<file path="src/rtl/uart_tx_fifo_engine_pkg.sv">
// Shared UART transmit constants: parity encodings, serializer states, baud floor.
package uart_tx_fifo_engine_pkg;

   localparam logic [1:0]  PAR_NONE = 2'b00;
   localparam logic [1:0]  PAR_ODD  = 2'b01;
   localparam logic [1:0]  PAR_EVEN = 2'b10;

   localparam logic [19:0] BAUD_MIN = 20'd4;

   typedef enum logic [2:0] {
      IDLE   = 3'd0,
      LOAD   = 3'd1,
      START  = 3'd2,
      DATA   = 3'd3,
      PARITY = 3'd4,
      STOP   = 3'd5
   } tx_state_t;

   function automatic logic [19:0] clamp_baud(input logic [19:0] baud);
      return (baud < BAUD_MIN) ? BAUD_MIN : baud;
   endfunction

   // Even parity makes the total count of ones even; odd is its inverse.
   function automatic logic parity_bit(input logic [7:0] dat, input logic [1:0] sel);
      logic bit_val;
      case (sel)
         PAR_EVEN: bit_val = ^dat;
         PAR_ODD:  bit_val = ~^dat;
         PAR_NONE: bit_val = 1'b0;
         default:  bit_val = 1'b0;
      endcase
      return bit_val;
   endfunction

endpackage

</file>
<file path="src/rtl/uart_tx_byte_fifo.sv">
// Byte FIFO with show-ahead read data and an occupancy counter for flags/level.
// Push visible to the reader one cycle later; pop data is valid combinationally.
// Pushes while full are dropped, pops while empty are ignored.
module uart_tx_byte_fifo #(
   parameter int FIFO_DEPTH = 16,
   parameter int FIFO_AW    = 4
) (
   input  logic               clk,
   input  logic               rst_n,
   input  logic               push,
   input  logic [7:0]         push_dat,
   input  logic               pop,
   output logic [7:0]         pop_dat,
   output logic               full,
   output logic               empty,
   output logic [FIFO_AW:0]   level
);

   localparam logic [FIFO_AW:0] DEPTH_C = (FIFO_AW+1)'(FIFO_DEPTH);

   logic [7:0]         mem [FIFO_DEPTH];
   logic [FIFO_AW-1:0] wr_ptr;
   logic [FIFO_AW-1:0] rd_ptr;
   logic [FIFO_AW:0]   count;
   logic               push_ok;
   logic               pop_ok;

   assign full    = (count == DEPTH_C);
   assign empty   = (count == '0);
   assign level   = count;
   assign pop_dat = mem[rd_ptr];

   // A full buffer rejects the push even when a pop frees a slot this cycle.
   assign push_ok = push && !full;
   assign pop_ok  = pop && !empty;

   always_ff @(posedge clk) begin
      if (push_ok) begin
         mem[wr_ptr] <= push_dat;
      end
   end

   always_ff @(posedge clk or negedge rst_n) begin
      if (!rst_n) begin
         wr_ptr <= '0;
         rd_ptr <= '0;
         count  <= '0;
      end else begin
         if (push_ok) begin
            wr_ptr <= wr_ptr + 1'b1;
         end
         if (pop_ok) begin
            rd_ptr <= rd_ptr + 1'b1;
         end
         case ({push_ok, pop_ok})
            2'b10:   count <= count + 1'b1;
            2'b01:   count <= count - 1'b1;
            default: count <= count;
         endcase
      end
   end

endmodule

</file>
<file path="src/rtl/uart_tx_fifo_engine.sv">
// Buffered UART transmitter: byte FIFO feeding a start/8N/parity/stop serializer.
// Start bit appears three cycles after a write into an idle, empty block.
// Writes are dropped while Full_sig is high; frames run back-to-back while data is queued.
module uart_tx_fifo_engine
   import uart_tx_fifo_engine_pkg::*;
#(
   parameter int FIFO_DEPTH = 16,
   parameter int FIFO_AW    = 4
) (
   input  logic               CLK,
   input  logic               RSTn,
   input  logic               WR_Req_sig,
   input  logic [7:0]         FIFO_WR_Dat,
   input  logic [19:0]        BaudRate,
   input  logic [1:0]         FrameCheck,
   output logic               TX_pin,
   output logic               Full_sig,
   output logic               Empty_sig,
   output logic               Busy_sig,
   output logic [FIFO_AW:0]   Level
);

   tx_state_t        state;
   logic             tx_q;
   logic             busy_q;
   logic [19:0]      bit_cnt;
   logic [19:0]      baud_lat;
   logic [7:0]       shreg;
   logic [2:0]       bit_idx;
   logic             par_en;
   logic             par_val;

   logic             fifo_pop;
   logic [7:0]       fifo_dat;
   logic             fifo_full;
   logic             fifo_empty;
   logic [FIFO_AW:0] fifo_level;

   logic             bit_done;
   logic [19:0]      baud_nxt;
   logic             par_en_nxt;
   logic             par_val_nxt;

   uart_tx_byte_fifo #(
      .FIFO_DEPTH (FIFO_DEPTH),
      .FIFO_AW    (FIFO_AW)
   ) u_fifo (
      .clk      (CLK),
      .rst_n    (RSTn),
      .push     (WR_Req_sig),
      .push_dat (FIFO_WR_Dat),
      .pop      (fifo_pop),
      .pop_dat  (fifo_dat),
      .full     (fifo_full),
      .empty    (fifo_empty),
      .level    (fifo_level)
   );

   assign Full_sig  = fifo_full;
   assign Empty_sig = fifo_empty;
   assign Level     = fifo_level;
   assign TX_pin    = tx_q;
   assign Busy_sig  = busy_q;

   assign bit_done = (bit_cnt == '0);

   // The byte is taken on the same edge that enters LOAD, from IDLE or the end of STOP.
   assign fifo_pop    = !fifo_empty && ((state == IDLE) || ((state == STOP) && bit_done));
   assign baud_nxt    = clamp_baud(BaudRate);
   assign par_en_nxt  = (FrameCheck == PAR_ODD) || (FrameCheck == PAR_EVEN);
   assign par_val_nxt = parity_bit(fifo_dat, FrameCheck);

   always_ff @(posedge CLK or negedge RSTn) begin
      if (!RSTn) begin
         state    <= IDLE;
         tx_q     <= 1'b1;
         busy_q   <= 1'b0;
         bit_cnt  <= '0;
         baud_lat <= '0;
         shreg    <= '0;
         bit_idx  <= '0;
         par_en   <= 1'b0;
         par_val  <= 1'b0;
      end else begin
         case (state)
            IDLE: begin
               tx_q <= 1'b1;
               if (fifo_pop) begin
                  state    <= LOAD;
                  busy_q   <= 1'b1;
                  shreg    <= fifo_dat;
                  baud_lat <= baud_nxt;
                  par_en   <= par_en_nxt;
                  par_val  <= par_val_nxt;
               end
            end
            LOAD: begin
               state   <= START;
               tx_q    <= 1'b0;
               bit_cnt <= baud_lat - 20'd1;
            end
            START: begin
               if (bit_done) begin
                  state   <= DATA;
                  tx_q    <= shreg[0];
                  bit_idx <= '0;
                  bit_cnt <= baud_lat - 20'd1;
               end else begin
                  bit_cnt <= bit_cnt - 20'd1;
               end
            end
            DATA: begin
               if (bit_done) begin
                  bit_cnt <= baud_lat - 20'd1;
                  if (bit_idx == 3'd7) begin
                     if (par_en) begin
                        state <= PARITY;
                        tx_q  <= par_val;
                     end else begin
                        state <= STOP;
                        tx_q  <= 1'b1;
                     end
                  end else begin
                     bit_idx <= bit_idx + 3'd1;
                     tx_q    <= shreg[1];
                     shreg   <= {1'b0, shreg[7:1]};
                  end
               end else begin
                  bit_cnt <= bit_cnt - 20'd1;
               end
            end
            PARITY: begin
               if (bit_done) begin
                  state   <= STOP;
                  tx_q    <= 1'b1;
                  bit_cnt <= baud_lat - 20'd1;
               end else begin
                  bit_cnt <= bit_cnt - 20'd1;
               end
            end
            STOP: begin
               tx_q <= 1'b1;
               if (bit_done) begin
                  if (fifo_pop) begin
                     state    <= LOAD;
                     shreg    <= fifo_dat;
                     baud_lat <= baud_nxt;
                     par_en   <= par_en_nxt;
                     par_val  <= par_val_nxt;
                  end else begin
                     state  <= IDLE;
                     busy_q <= 1'b0;
                  end
               end else begin
                  bit_cnt <= bit_cnt - 20'd1;
               end
            end
            default: begin
               state  <= IDLE;
               tx_q   <= 1'b1;
               busy_q <= 1'b0;
            end
         endcase
      end
   end

endmodule

</file>
<file path="config.mk">
export PLATFORM = sky130hd
export DESIGN_NAME = uart_tx_fifo_engine
export DESIGN_NICKNAME = d
export VERILOG_FILES = /design/src/rtl/uart_tx_fifo_engine_pkg.sv /design/src/rtl/uart_tx_byte_fifo.sv /design/src/rtl/uart_tx_fifo_engine.sv
export SDC_FILE = /design/constraint.sdc
export NUM_CORES = 1
export LEC_CHECK = 0
export CAP_MARGIN = 20
export CELL_PAD_IN_SITES_DETAIL_PLACEMENT = 2
export CELL_PAD_IN_SITES_GLOBAL_PLACEMENT = 2
export CORE_UTILIZATION = 39
export CTS_CLUSTER_SIZE = 40
export DETAILED_ROUTE_END_ITERATION = 16
export PLACE_DENSITY_LB_ADDON = 0.1
export SLEW_MARGIN = 5
export SYNTH_ARGS = -nofsm -noshare
export SYNTH_HDL_FRONTEND = slang
export SYNTH_SLANG_ARGS = --single-unit
</file>
<file path="constraint.sdc">
create_clock -name CLK -period 3.8 [get_ports CLK]
set_input_delay 0.57 -clock CLK [delete_from_list [all_inputs] [get_ports CLK]]
set_output_delay 0.57 -clock CLK [all_outputs]
set_load 0.02 [all_outputs]
</file>
# Word-level counts from Yosys, hierarchy flattened
# Memory sizes are Yosys's and may differ from the RTL's.
# Index checks and enable logic that the tools add are counted.
classes:
  addsub: 7
  order_cmp: 1
  n_eq_ne: 20
  mux: 45
  n_bitwise: 1
  n_reduce_logical: 27
ops:
  columns: ["op", "count"]
  rows:
  - ["$mux 20", 5]
  - ["$pmux 20 s3", 1]
  - ["$pmux 20 s2", 1]
  - ["$sub 20x1->20 const B", 2]
  - ["$mux 8", 4]
  - ["$mux 3", 9]
  - ["$pmux 8 s3", 1]
  - ["$logic_not 20->1", 1]
  - ["$lt 20x3->1 const B", 1]
  - ["$pmux 3 s6", 1]
  - ["$mux 1", 16]
  - ["$ne 2x2->1 const B", 8]
  - ["$reduce_and 4->1", 3]
  - ["$pmux 5 s2", 1]
  - ["$eq 3x3->1 const B", 3]
  - ["$add 4x1->4 const B", 2]
  - ["$reduce_xnor 8->1", 1]
  - ["$reduce_xor 8->1", 1]
  - ["$eq 3x2->1 const B", 2]
  - ["$pmux 1 s2", 3]
  - ["$pmux 3 s2", 1]
  - ["$reduce_and 6->1", 1]
  - ["$reduce_bool 2->1", 3]
  - ["$reduce_bool 3->1", 2]
  - ["other kinds (20)", 28]
word_totals:
  ff_bits: 71
  mem_bits_rw: 128
  input_bits: 33
  out_inout_bits: 9
  mem_count: 1
memory_table:
  columns: ["memory", "depth", "word_bits", "rd", "rd_clocked_by_memory_dff", "wr", "line", "text"]
  rows:
  - ["u_fifo.mem", 16, 8, 1, 0, 1, "uart_tx_byte_fifo.sv:21", "logic [7:0] mem [FIFO_DEPTH];"]

# Longest topological paths before layout
logic_depth:
  ltp_word: 7
  depth_mapped: 17

# Modules after synthesis
# A second synthesis with hierarchy kept.
unflattened:
  hier_cells: 766
  hier_area_um2: 9794.4
by_module_without_submodules:
  columns: ["mod", "n_inst", "cells_each", "area_per_inst_um2", "seq_area_each_um2"]
  rows:
  - ["uart_tx_byte_fifo", 1, 332, 5779.3, 4169.0]
  - ["uart_tx_fifo_engine", 1, 434, 4015.1, 1452.6]

# Worst setup path after synthesis
# OpenSTA, ideal clock, no wires.
synth_timing:
  kind: "reg2reg"
  from: "register bit_cnt[10]"
  to: "register u_fifo.count[4] (netlist: u_fifo.level[4])"
  setup_time_ns: 0.132
  arrival_time_ns: 3.395
  t_required_ns: 3.668
  path_slack_ns: 0.272
  path_stages_with_launch: 17
  path_buffers: 1
  cell_sequence: "dfrtp_1 or2_1 or4_4 nor4_2 and2_2 nand2_1 a211oi_4 buf_2 ha_1 inv_1 fa_1 inv_1 a21o_1 a21oi_1 xnor2_1 nor2_1 xor2_1"
synth_via:
  elab_chain_cells: 7
  word_cells_on_any_way: 9
  cone_classes: "eq/ne (2); mux (1); reduce/logical (6)"
synth_rtl:
  columns: ["element", "line", "text"]
  rows:
  - ["from (decl)", "uart_tx_fifo_engine.sv:26", "logic [19:0] bit_cnt;"]
  - ["from (signal assigned)", "uart_tx_fifo_engine.sv:100", "bit_cnt <= baud_lat - 20'd1;"]
  - ["from (signal assigned)", "uart_tx_fifo_engine.sv:107", "bit_cnt <= baud_lat - 20'd1;"]
  - ["from (signal assigned)", "uart_tx_fifo_engine.sv:109", "bit_cnt <= bit_cnt - 20'd1;"]
  - ["$logic_not 20->1 *", "uart_tx_fifo_engine.sv:65", "assign bit_done = (bit_cnt == '0);"]
  - ["$logic_and 1x1->1 *", "uart_tx_fifo_engine.sv:68", "assign fifo_pop = !fifo_empty && ((state == IDLE) || ((state == STOP) && bit_done));"]
  - ["$logic_or 1x1->1 *", "uart_tx_fifo_engine.sv:68", null]
  - ["$logic_and 1x1->1 *", "uart_tx_fifo_engine.sv:68", null]
  - ["$logic_and 1x1->1 *", "uart_tx_byte_fifo.sv:35", "assign pop_ok = pop && !empty;"]
  - ["net u_fifo.pop_ok", "uart_tx_byte_fifo.sv:26", "logic pop_ok;"]
  - ["$eq 2x1->1 or $eq 2x2->1 (tied branches)", "uart_tx_byte_fifo.sv:55", "case ({push_ok, pop_ok})"]
  - ["$pmux 5 s2 or $reduce_bool 2->1 (tied branches)", null, null]
  - ["to (signal assigned)", "uart_tx_byte_fifo.sv:56", "2'b10: count <= count + 1'b1;"]
  - ["to (signal assigned)", "uart_tx_byte_fifo.sv:57", "2'b01: count <= count - 1'b1;"]
  - ["to (signal assigned)", "uart_tx_byte_fifo.sv:58", "default: count <= count;"]
  - ["to (decl)", "uart_tx_byte_fifo.sv:24", "logic [FIFO_AW:0] count;"]
# Mark *: on every way through the listed nets, which the timed path passes. The rest lies on a longest branch.
# A chain may end at the register's enable or synchronous reset.

# Worst setup path after layout
layout_timing:
  from: "register bit_cnt[10]"
  to: "register u_fifo.count[4] (netlist: u_fifo.level[4])"
layout_via:
  elab_chain_cells: 7
  word_cells_on_any_way: 9
  cone_classes: "eq/ne (2); mux (1); reduce/logical (6)"
layout_rtl:
  columns: ["element", "line"]
  rows:
  - ["$logic_not 20->1 *", "uart_tx_fifo_engine.sv:65"]
  - ["$logic_and 1x1->1 *", "uart_tx_fifo_engine.sv:68"]
  - ["$logic_or 1x1->1 *", "uart_tx_fifo_engine.sv:68"]
  - ["$logic_and 1x1->1 *", "uart_tx_fifo_engine.sv:68"]
  - ["$logic_and 1x1->1 *", "uart_tx_byte_fifo.sv:35"]
  - ["$eq 2x1->1 or $eq 2x2->1 (tied branches)", "uart_tx_byte_fifo.sv:55"]
  - ["$pmux 5 s2 or $reduce_bool 2->1 (tied branches)", null]
# Every way passes the cells marked *; elsewhere a longest branch is shown, timed or not.

==> results.py <==
metrics = {
    "routing": {
        "drtIter0Drc": 259,
        "wl_per_cell_microns": 22.8,
        "viasPerCell": 5.56,
        "ant_nets": 0,
        "first_pass_iters": 4,
        "drc": 0,
        "finalWirelength_microns": 24800,
        "vias": 6048,
    },
    "placement": {
        "post_dp_cell_area_sq_mm": 0.0101,
        "placed_cells": 1056,
        "numPortBuffers": 41,
        "place_congestion": 0.747,
        "hpwl_microns": 17700,
    },
    "logic_synthesis": {
        "synthTopCellsByCount": "edfxtp_1 (128), dfrtp_1 (70), nor2_1 (51), o21ai_0 (47), nand2_1 (35)",
        "synth_edf_count": 128,
        "synth_fp_nets": 759,
        "yosysMostFrequentCell": "edfxtp_1",
        "ys_async_sr_fraction_pct": 35.7,
        "syn_inst": 709,
        "synth_seq_area_share_pct": 60.7,
        "syn_avg_cell_area_sq_um": 13.1,
        "syn_area_sq_mm": 0.00926,
        "ys.warnings.count": 0,
        "synth_flop_cell": "edfxtp_1",
        "ys_types": 58,
        "yosys.area.top_type": "edfxtp_1",
        "synth_top_area_share_pct": 41.5,
        "synth_seq_cells": 199,
        "yosys-top-cells-area": "edfxtp_1 (41%), dfrtp_1 (19%), mux4_2 (3.9%), mux2i_1 (3.7%), mux2_2 (3.3%)",
    },
    "final_layout": {
        "syn_to_final_growth_pct": 15.9,
        "nFillCells": 2316,
        "num_antenna_cells": 0,
        "drive_above_1_share_pct": 15.0,
        "stdcell_area_sq_mm": 0.0107,
        "utilization_pct": 45.9,
        "finalNetCount": 806,
        "fin_cells": 1088,
    },
    "worst_setup_path": {
        "arrival_ns": 3.90,
        "end_kind": "flop",
        "cp-start-kind": "flop",
        "critPathKind": "reg2reg",
        "crit_buf_inv": 2,
        "critPathMaxStageDelay_ns": 0.47,
        "cp_max_fo": 6,
        "slowest_stage": "or4_4",
        "required_ns": 4.12,
        "path_cells": "or2_1 -> or4_4 -> nor4_4 -> and2_4 -> nand2_1 -> a211oi_4 -> ha_2 -> inv_1 -> fa_1 -> inv_1 -> a21o_1 -> a21oi_1 -> xnor2_1 -> nor2_1 -> xor2_1",
        "worst_path_most_repeated_cell": "inv_1",
        "cp_top_family": "simple AND/OR/NAND/NOR gates",
    },
    "job": {
        "maxCapViolCount": 0,
    },
    "die": {
        "dieArea_sq_mm": 0.0244,
        "initial_utilization_pct": 39.6,
        "die_h_microns": 156,
        "core_sq_mm": 0.0234,
        "std_cell_rows": 56,
        "io_pins": 42,
        "die_w_microns": 156,
    },
    "power_and_ir_drop": {
        "leakagePower_uw": 0.00395,
        "seqPwrFrac_pct": 39.6,
        "power_density_mw_per_mm2": 770,
        "p_comb_share_pct": 37.8,
        "p_int_uw": 5080,
        "ir_drop_mv": 0.357,
        "switching_share_pct": 38.5,
        "switching_power_uw": 3180,
        "pwr-share-clk_pct": 22.6,
    },
    "clock_tree": {
        "ctsLongestPathBuffers": 2,
        "cts_tree": "done",
        "hold_buffers": 0,
        "cts.sinks": 199,
        "path_clk_slew_ns": 0.08,
        "root_buffer": "clkbuf_16",
        "insertion_delay_ns": 0.44,
        "htree_num_levels": 4,
        "numCtsBuffers": 17,
    },
    "status": {
        "status": "finished, final reports clean",
    },
    "grt": {
        "busiest_layer": "met2",
        "grt_start_max_net_pins": 72,
        "grt_pass1_vias": 6667,
        "met2_usage_pct": 40.9,
        "track_usage_pct": 21.7,
        "grt_pass1_wl_microns": 39000,
        "antenna_found_initial": 0,
        "grtUsageMet1_pct": 25.7,
        "grt_use_met3_pct": 3.19,
        "grt_overflow": 0,
    },
    "sta": {
        "setup_viol": 0,
        "slew_viol_final": 0,
        "timing.fmax_ghz": 0.279,
        "worst_pin_slew_ns": 0.970,
        "rsz0062_at_grt": "false",
        "hold_viol_final": 0,
        "setup_tns_ns": 0,
        "max-slew-margin-rel_pct": 35.3,
        "period_minus_slack_ns": 3.58,
        "fin_worst_skew_ns": 0.0139,
        "fin_crit_sh_pct": 94.2,
        "whs_ns": 0.266,
    },
    "worst_hold_path": {
        "hp-class": "in2async",
    },
}
## logic make-up after synthesis
kind of cell | count (synthesis) | share of synthesized area, %
XOR/XNOR | 28 | 2.65
AO/OA/AOI/OAI | 157 | 11.6
flip-flops | 199 | 60.7
buffers and inverters | 60 | 2.76
adder cells (fa/ha/maj) | 17 | 2.38
multiplexers | 77 | 10.8
AND/OR/NAND/NOR | 171 | 9.12
## per-layer routing
metal | vias up | part of all wire [%]
li1 | 2785 | -
met1 | 3163 | 42
met2 | 80 | 54
met3 | 20 | 2.2
met4 | 0 | 1.2
met5 | - | 0
## power groups by stage
stage	logic (uW)	clock network (uW)	registers, uW
finish	3120	1870	3280
global placement	3000	0	3280
CTS	3160	1910	3290
global route	3420	1990	3350
floorplan	2240	0	3130
detailed placement	3130	0	3330
## registers in the layout, summed over array words and instances, names as in the netlist
| register | cells |
|---|---|
| Busy_sig | 1 |
| u_fifo.mem | 128 |
| par_val | 1 |
| u_fifo.level | 5 |
| TX_pin | 1 |
| par_en | 1 |
| bit_cnt | 20 |
| u_fifo.wr_ptr | 4 |
| u_fifo.rd_ptr | 4 |
| bit_idx | 3 |
| state | 3 |
| shreg | 8 |
| baud_lat | 20 |
## worst paths after layout
| path | cells past startpoint | to | slack (ns) | start |
|---|---|---|---|---|
| setup / recovery | 15 | u_fifo.level[4] | 0.22 | bit_cnt[10] |
| hold / removal | 1 | baud_lat[11] | 0.27 | RSTn |
| setup reg to reg | 15 | u_fifo.level[4] | 0.22 | bit_cnt[10] |
| hold reg to reg | 2 | par_val | 0.49 | par_val |
| max in group asynchronous | 1 | u_fifo.rd_ptr[0] | 2.82 | RSTn |
| min in group CLK | 2 | par_val | 0.49 | par_val |
## stage by stage
| stage | setup slack, ns | power (uW) |
|---|---|---|
| finish | 0.221 | 8260 |
| global route | 0.00763 | 8760 |
| detailed placement | 0.123 | 6460 |
| CTS | 0.0958 | 8360 |
| global placement | 0.239 | 6280 |
| floorplan | 0.272 | 5380 |
## repair_timing
| action | CTS | global route |
|---|---|---|
| resized for setup | 0 | 3 |
| endpoints found under the hold margin | 0 | 0 |
| endpoints found under the setup margin | 0 | 1 |
| setup buffers | 0 | 0 |
## final cells by class
class / instances / area [sq um] / area share, %
Clock inverter: 15 / 196 / 1.83
Tap cell: 319 / 399 / 3.72
Timing Repair Buffer: 66 / 608 / 5.67
Multi-Input combinational cell: 450 / 3400 / 31.7
Inverter: 22 / 82.6 / 0.769
Sequential cell: 199 / 5620 / 52.4
Clock buffer: 17 / 425 / 3.96
## placed cells by master, fill, tap and decap left out, types with 8 or more instances in the layout
| cell | n |
|---|---|
| nand2b_1 | 8 |
| nor4_1 | 9 |
| nand3_1 | 20 |
| buf_4 | 25 |
| a22oi_1 | 10 |
| nor2_1 | 51 |
| a21oi_1 | 25 |
| inv_1 | 22 |
| nor3_1 | 15 |
| nand2_1 | 35 |
| mux4_2 | 16 |
| a22o_1 | 14 |
| mux2_2 | 27 |
| o21ai_0 | 47 |
| clkdlybuf4s50_1 | 40 |
| clkbuf_16 | 17 |
| mux2i_1 | 34 |
| a221oi_1 | 16 |
| xor2_1 | 12 |
| xnor2_1 | 16 |
| dfrtp_1 | 69 |
| ha_1 | 15 |
| edfxtp_1 | 128 |
(Power assumes the default switching activity.)
